[src/rtl/rv32i_types.sv]
// Shared types for the cache-to-burst-memory path.
// State encoding and line geometry for the cacheline adapter.
package rv32i_types;

    localparam int LINE_W    = 256;
    localparam int BEAT_W    = 64;
    localparam int BURST_LEN = 4;

    typedef enum logic [2:0] {
        IDLE,
        RD_CMD,
        RD_DATA,
        WR_DATA,
        RESP,
        GAP
    } adapter_state_t;

endpackage

[src/rtl/cacheline_adapter.sv]
// Turns 256-bit line reads/writes from the cache into 4-beat
// 64-bit bursts on bmem, returning the line with a one-cycle resp.
module cacheline_adapter #(
    parameter int BEAT_W    = 64,
    parameter int BURST_LEN = 4
) (
    input  logic                        clk,
    input  logic                        rst,
    input  logic [31:0]                 dfp_addr,
    input  logic                        dfp_read,
    input  logic                        dfp_write,
    input  logic [BEAT_W*BURST_LEN-1:0] dfp_wdata,
    output logic [BEAT_W*BURST_LEN-1:0] dfp_rdata,
    output logic                        dfp_resp,
    output logic [31:0]                 bmem_addr,
    output logic                        bmem_read,
    output logic                        bmem_write,
    output logic [BEAT_W-1:0]           bmem_wdata,
    input  logic                        bmem_ready,
    input  logic [31:0]                 bmem_raddr,
    input  logic [BEAT_W-1:0]           bmem_rdata,
    input  logic                        bmem_rvalid
);
    import rv32i_types::*;

    localparam int            CW   = $clog2(BURST_LEN);
    localparam logic [CW-1:0] LAST = CW'(BURST_LEN - 1);

    adapter_state_t state;
    adapter_state_t state_next;

    logic [CW-1:0]                     cnt;
    logic [26:0]                       line;
    logic [BEAT_W*BURST_LEN-1:0]       wline;
    logic [BEAT_W*BURST_LEN-1:0]       rline;
    logic [BEAT_W*(BURST_LEN-1)-1:0]   rbuf;
    logic                              hit;
    logic                              beat_ok;
    logic                              unused_ok;

    assign unused_ok = ^dfp_addr[4:0];
    assign hit = bmem_rvalid && (bmem_raddr == {line, 5'b0});

    always_comb begin
        state_next = state;
        beat_ok    = 1'b0;
        unique case (state)
            IDLE: begin
                if (dfp_write) begin
                    state_next = WR_DATA;
                end else if (dfp_read) begin
                    state_next = RD_CMD;
                end
            end
            RD_CMD: begin
                if (bmem_ready) begin
                    state_next = RD_DATA;
                end
            end
            RD_DATA: begin
                beat_ok = hit;
                if (hit && cnt == LAST) begin
                    state_next = RESP;
                end
            end
            WR_DATA: begin
                beat_ok = bmem_ready;
                if (bmem_ready && cnt == LAST) begin
                    state_next = RESP;
                end
            end
            RESP:    state_next = GAP;
            GAP:     state_next = IDLE;
            default: state_next = IDLE;
        endcase
    end

    always_comb begin
        bmem_addr  = {line, 5'b0};
        bmem_read  = (state == RD_CMD);
        bmem_write = (state == WR_DATA);
        bmem_wdata = wline[cnt*BEAT_W +: BEAT_W];
        dfp_resp   = (state == RESP);
        dfp_rdata  = rline;
    end

    // Beats 0..N-2 collect in rbuf so dfp_rdata only changes on RESP entry.
    always_ff @(posedge clk) begin
        if (rst) begin
            state <= IDLE;
            cnt   <= '0;
            line  <= '0;
            wline <= '0;
            rline <= '0;
            rbuf  <= '0;
        end else begin
            state <= state_next;
            if (state == IDLE) begin
                cnt <= '0;
                if (dfp_write || dfp_read) begin
                    line <= dfp_addr[31:5];
                end
                if (dfp_write) begin
                    wline <= dfp_wdata;
                end
            end else if (beat_ok) begin
                cnt <= cnt + 1'b1;
                if (state == RD_DATA) begin
                    if (cnt == LAST) begin
                        rline <= {bmem_rdata, rbuf};
                    end else begin
                        rbuf[cnt*BEAT_W +: BEAT_W] <= bmem_rdata;
                    end
                end
            end
        end
    end

    // The cache must never raise both requests; write wins if it does.
    always_ff @(posedge clk) begin
        if (!rst && state == IDLE) begin
            assert (!(dfp_read && dfp_write))
            else $warning("cacheline_adapter: read and write both high, write taken");
        end
    end

endmodule

[config.mk]
export PLATFORM = sky130hd
export DESIGN_NAME = cacheline_adapter
export DESIGN_NICKNAME = d
export VERILOG_FILES = /design/src/rtl/rv32i_types.sv /design/src/rtl/cacheline_adapter.sv
export SDC_FILE = /design/constraint.sdc
export NUM_CORES = 2
export LEC_CHECK = 0
export CAP_MARGIN = 20
export CORE_AREA = 2 2 287 289
export DETAILED_ROUTE_END_ITERATION = 10
export DIE_AREA = 0 0 289 291
export PLACE_DENSITY_LB_ADDON = 0.3
export SLEW_MARGIN = 20
export SYNTH_ARGS = -nofsm -noshare
export SYNTH_HDL_FRONTEND = slang
export SYNTH_SLANG_ARGS = --single-unit
[constraint.sdc]
create_clock -name clk -period 3.9 [get_ports clk]
set_input_delay 0.78 -clock clk [delete_from_list [all_inputs] [get_ports clk]]
set_output_delay 0.78 -clock clk [all_outputs]
set_load 0.01 [all_outputs]
==> summary.md <==
| Metric | Value |
|---|---|
| Async SR Flop Fraction | 0% |
| Via Count | 26632 |
| Final Hold Fails | 0 |
| Post-DP Area | 38600 sq um |
| Clock latency on the worst-skew pair | 0.64 ns |
| DRT iter0 DRCs | 1536 |
| Drt first pass iters | 5 |
| RSZ-0062 raised after global routing | no |
| Period Utilization, post-route | 89.0% |
| Clock power share | 46.0% |
| Top delay family on crit path | buffers and inverters |
| Cells after Synth | 3483 |
| CTS tree | yes |
| CP startpoint kind | flop |
| Leakage power | 14.8 nW |
| Fin Setup TNS | 0 ns |
| Slew headroom | 46.0% |
| Post-CTS setup buffers | 0 |
| Core box area | 81200 sq um |
| Sequential share of power | 45.2% |
| Pwr Total | 17.3 mW |
| Hpwl dp | 68.5 mm |
| Comb power frac | 8.8% |
| Total Routing Usage GR | 23.3% |
| H-tree levels | 3 |
| Vert. Die Dim | 291 microns |
| Die Width | 289 microns |
| CP Depth | 3 |
| Grt ovf | 0 |
| Buffers & Inverters on Critical Path | 2 |
| Predominant post-synthesis flop cell | dfxtp_1 |
| Placed cells | 5045 |
| Fillers | 7735 |
| Vias in the first global route | 25908 |
| Worst Tran Pin Value | 0.804 ns |
| Worst setup path startpoint | cnt[0]$_SDFFE_PP0N_ |
| Via density | 5.11 |
| Die Area | 84100 sq um |
| Max_cap viols | 0 |
| R2R cell count | 6 |
| Finished Layout Cells | 5213 |
| Final wirelength | 102 mm |
| Final setup fails | 0 |
| Mapped Area | 30400 sq um |
| Row cnt | 105 |
| Area Overhead vs Synth | 36.6% |
| Fin crit period | 3.47 ns |
| Layout cells sized above 1 | 11.7% |
| Routability cong. | 0.885 |
| Peak supply drop | 0.347 mV |
| Kind of critical path | reg -> out |
| Crit path max-delay cell type | clkdlybuf4s50_1 |
| Wire per inst | 19.5 microns |
| Status | finished, final reports clean |
| Netlist cell types | 39 |
| Largest net degree at the start of global routing | 116 |
| Synthesis warning total | 0 |
| Crit path cell chain | buf_12 -> mux4_2 -> clkdlybuf4s50_1 |
| Pwr/cell area | 418 nW/um^2 |
| Design area | 41500 sq um |
| DRC Markers | 0 |
| First-pass GRT wire length | 153 mm |
| Hold Buf Count CTS | 0 |
| Clock-pin slew on the worst setup and hold paths | 0.06 ns |
| CTS root buf | clkbuf_16 |
| Finished Core Util | 51.1% |
| Hold/Removal Path Class | reg -> reg |
| Hold_sp | wline[189]$_SDFFE_PP0P_ |
| Mean post-synth cell area | 8.72 sq um |
| Internal Pwr Total | 13.2 mW |
| Hold-critical path depth | 2 |
| Critical Path Sink Type | output pin |
| Sequential fraction of the synthesis area | 48.5% |
| Max-slew violations | 0 |
| WP data required | 3.12 ns |
| Number of synthesized flops with an enable pin | 0 |
| Maximum clock frequency | 288 MHz |
| Routed Antenna Nets | 0 |
| PostCTS Resize Cnt | 0 |
| Crit path arrival time | 2.69 ns |
| Max incr delay on CP | 0.64 ns |
| Setup Skew | 0.0353 ns |
| Clock tree sinks | 736 |
| Worst r2r src | cnt[1]$_SDFFE_PP0N_ |
| # IOs | 745 |
| Synthesized flop and latch total | 736 |
| PortBufs | 734 |
| Initial antenna violation count | 25 |
| Sw Share | 24.0% |
| Max clock buf depth | 3 |
| Initial Utilization | 37.4% |
| Final nets | 4454 |
| Worst-path fanout max | 45 |
| P_sw | 4.16 mW |
| TritonCTS Buffers | 82 |
[flip-flops by register name, summed over array words and instances, names as in the netlist]
register   cells
state          3
rbuf         192
cnt            2
wline        256
dfp_rdata    256
line          27
[worst reg2reg max path: stages (launching register included)]
cell and delay (ns):
dfxtp_4 0.59, ha_1 0.32, and4_2 0.25, nand4_1 0.47, buf_12 0.41, o21ai_0 0.45, a21oi_1 0.09
[final cells by class]
type | instances | area (sq um) | share of cell area (%)
inverter | 4 | 15.0 | 0.0362
antenna | 19 | 47.5 | 0.115
clock buffer | 115 | 2340 | 5.64
sequential | 736 | 14700 | 35.5
tap | 1070 | 1340 | 3.23
timing repair buffer | 814 | 8380 | 20.2
multi-input combinational | 2421 | 14200 | 34.2
clock inverter | 34 | 438 | 1.06
[routing by layer]
| layer | track usage, % | wire [microns] | vias to the layer above |
|---|---|---|---|
| li1 | - | - | 12964 |
| met3 | 6.84 | 8020 | 196 |
| met2 | 38.5 | 48800 | 791 |
| met1 | 28.1 | 41000 | 12671 |
| met4 | 9.92 | 3770 | 10 |
| met5 | 0 | 68 | - |
[cells in the mapped netlist, types with 9 or more instances]
master    number  share of area [%]
a21oi_1      543                9.0
buf_1          9               0.11
buf_2         74                1.2
buf_6         18               0.67
clkbuf_1     218                2.7
dfxtp_1      736                 49
mux2_2       172                6.4
mux2_4        20               0.99
mux4_2        64                4.7
nand2_1      574                7.1
nand2b_1      64                1.3
nand3_1      258                4.3
nor2_1       195                2.4
nor2b_1      193                4.0
o21ai_0      251                4.1
o21ai_1        9               0.15
xnor2_1       12               0.35
xor2_1        15               0.43
[path summary, 6_finish.rpt]
| check | end | slack (ns) |
|---|---|---|
| worst max-delay path | bmem_wdata[32] | 0.43 |
| worst min-delay path | wline[189]$_SDFFE_PP0P_ | 0.45 |
| worst min register to register | wline[189]$_SDFFE_PP0P_ | 0.45 |
| worst max register to register | dfp_rdata[231]$_SDFFE_PP0P_ | 1.19 |
[power by group through the flow]
stage                     combinational (mW)  clock, mW  sequential [mW]
after CTS                               1.53       8.14             7.83
after global routing                    1.67       8.42             7.86
final                                   1.52       7.98             7.84
after floorplan                        0.727          0             7.97
after detailed placement                1.53          0             8.00
after global placement                  1.52          0             7.99
[placed cells by master, fill, tap and decap left out, types with 4 or more instances in the layout]
cell and instances:
mux2_4 20, buf_12 34, clkbuf_8 14, a21oi_1 543, xor2_1 15, o21ai_1 9
clkdlybuf4s50_1 733, buf_4 46, inv_1 4, nand2b_1 64, ha_1 5, clkbuf_1 18
nand4_1 7, nand3_1 258, conb_1 5, mux4_2 64, mux2_2 172, dfxtp_1 734
nor2_1 195, clkbuf_16 83, xnor2_1 12, nor2b_1 193, clkinv_2 17, o21ai_0 251
nand2_1 572, bufinv_16 7, diode_2 19, nor4_1 4
[through the flow]
step           hold WS, ns  setup slack (ns)
2_1_floorplan        0.433              1.30
3_3_place_gp         0.439             0.558
3_5_place_dp         0.444             0.562
4_1_cts              0.452             0.384
5_1_grt              0.466             0.337
6_report             0.452             0.429
[cell families (layout without fill, tap and decap cells)]
logic type,after synthesis,count (layout),synth area share (%)
simple gates,1318,1318,20.0
compound gates,808,808,13.4
flops,736,736,48.5
buf+inv,330,967,4.92
mux,258,258,12.2
xor+xnor,27,27,0.779
fa+ha+maj,5,5,0.206
other cells,1,24,0.0124
No activity file was read; power rests on OpenSTA's default activity.
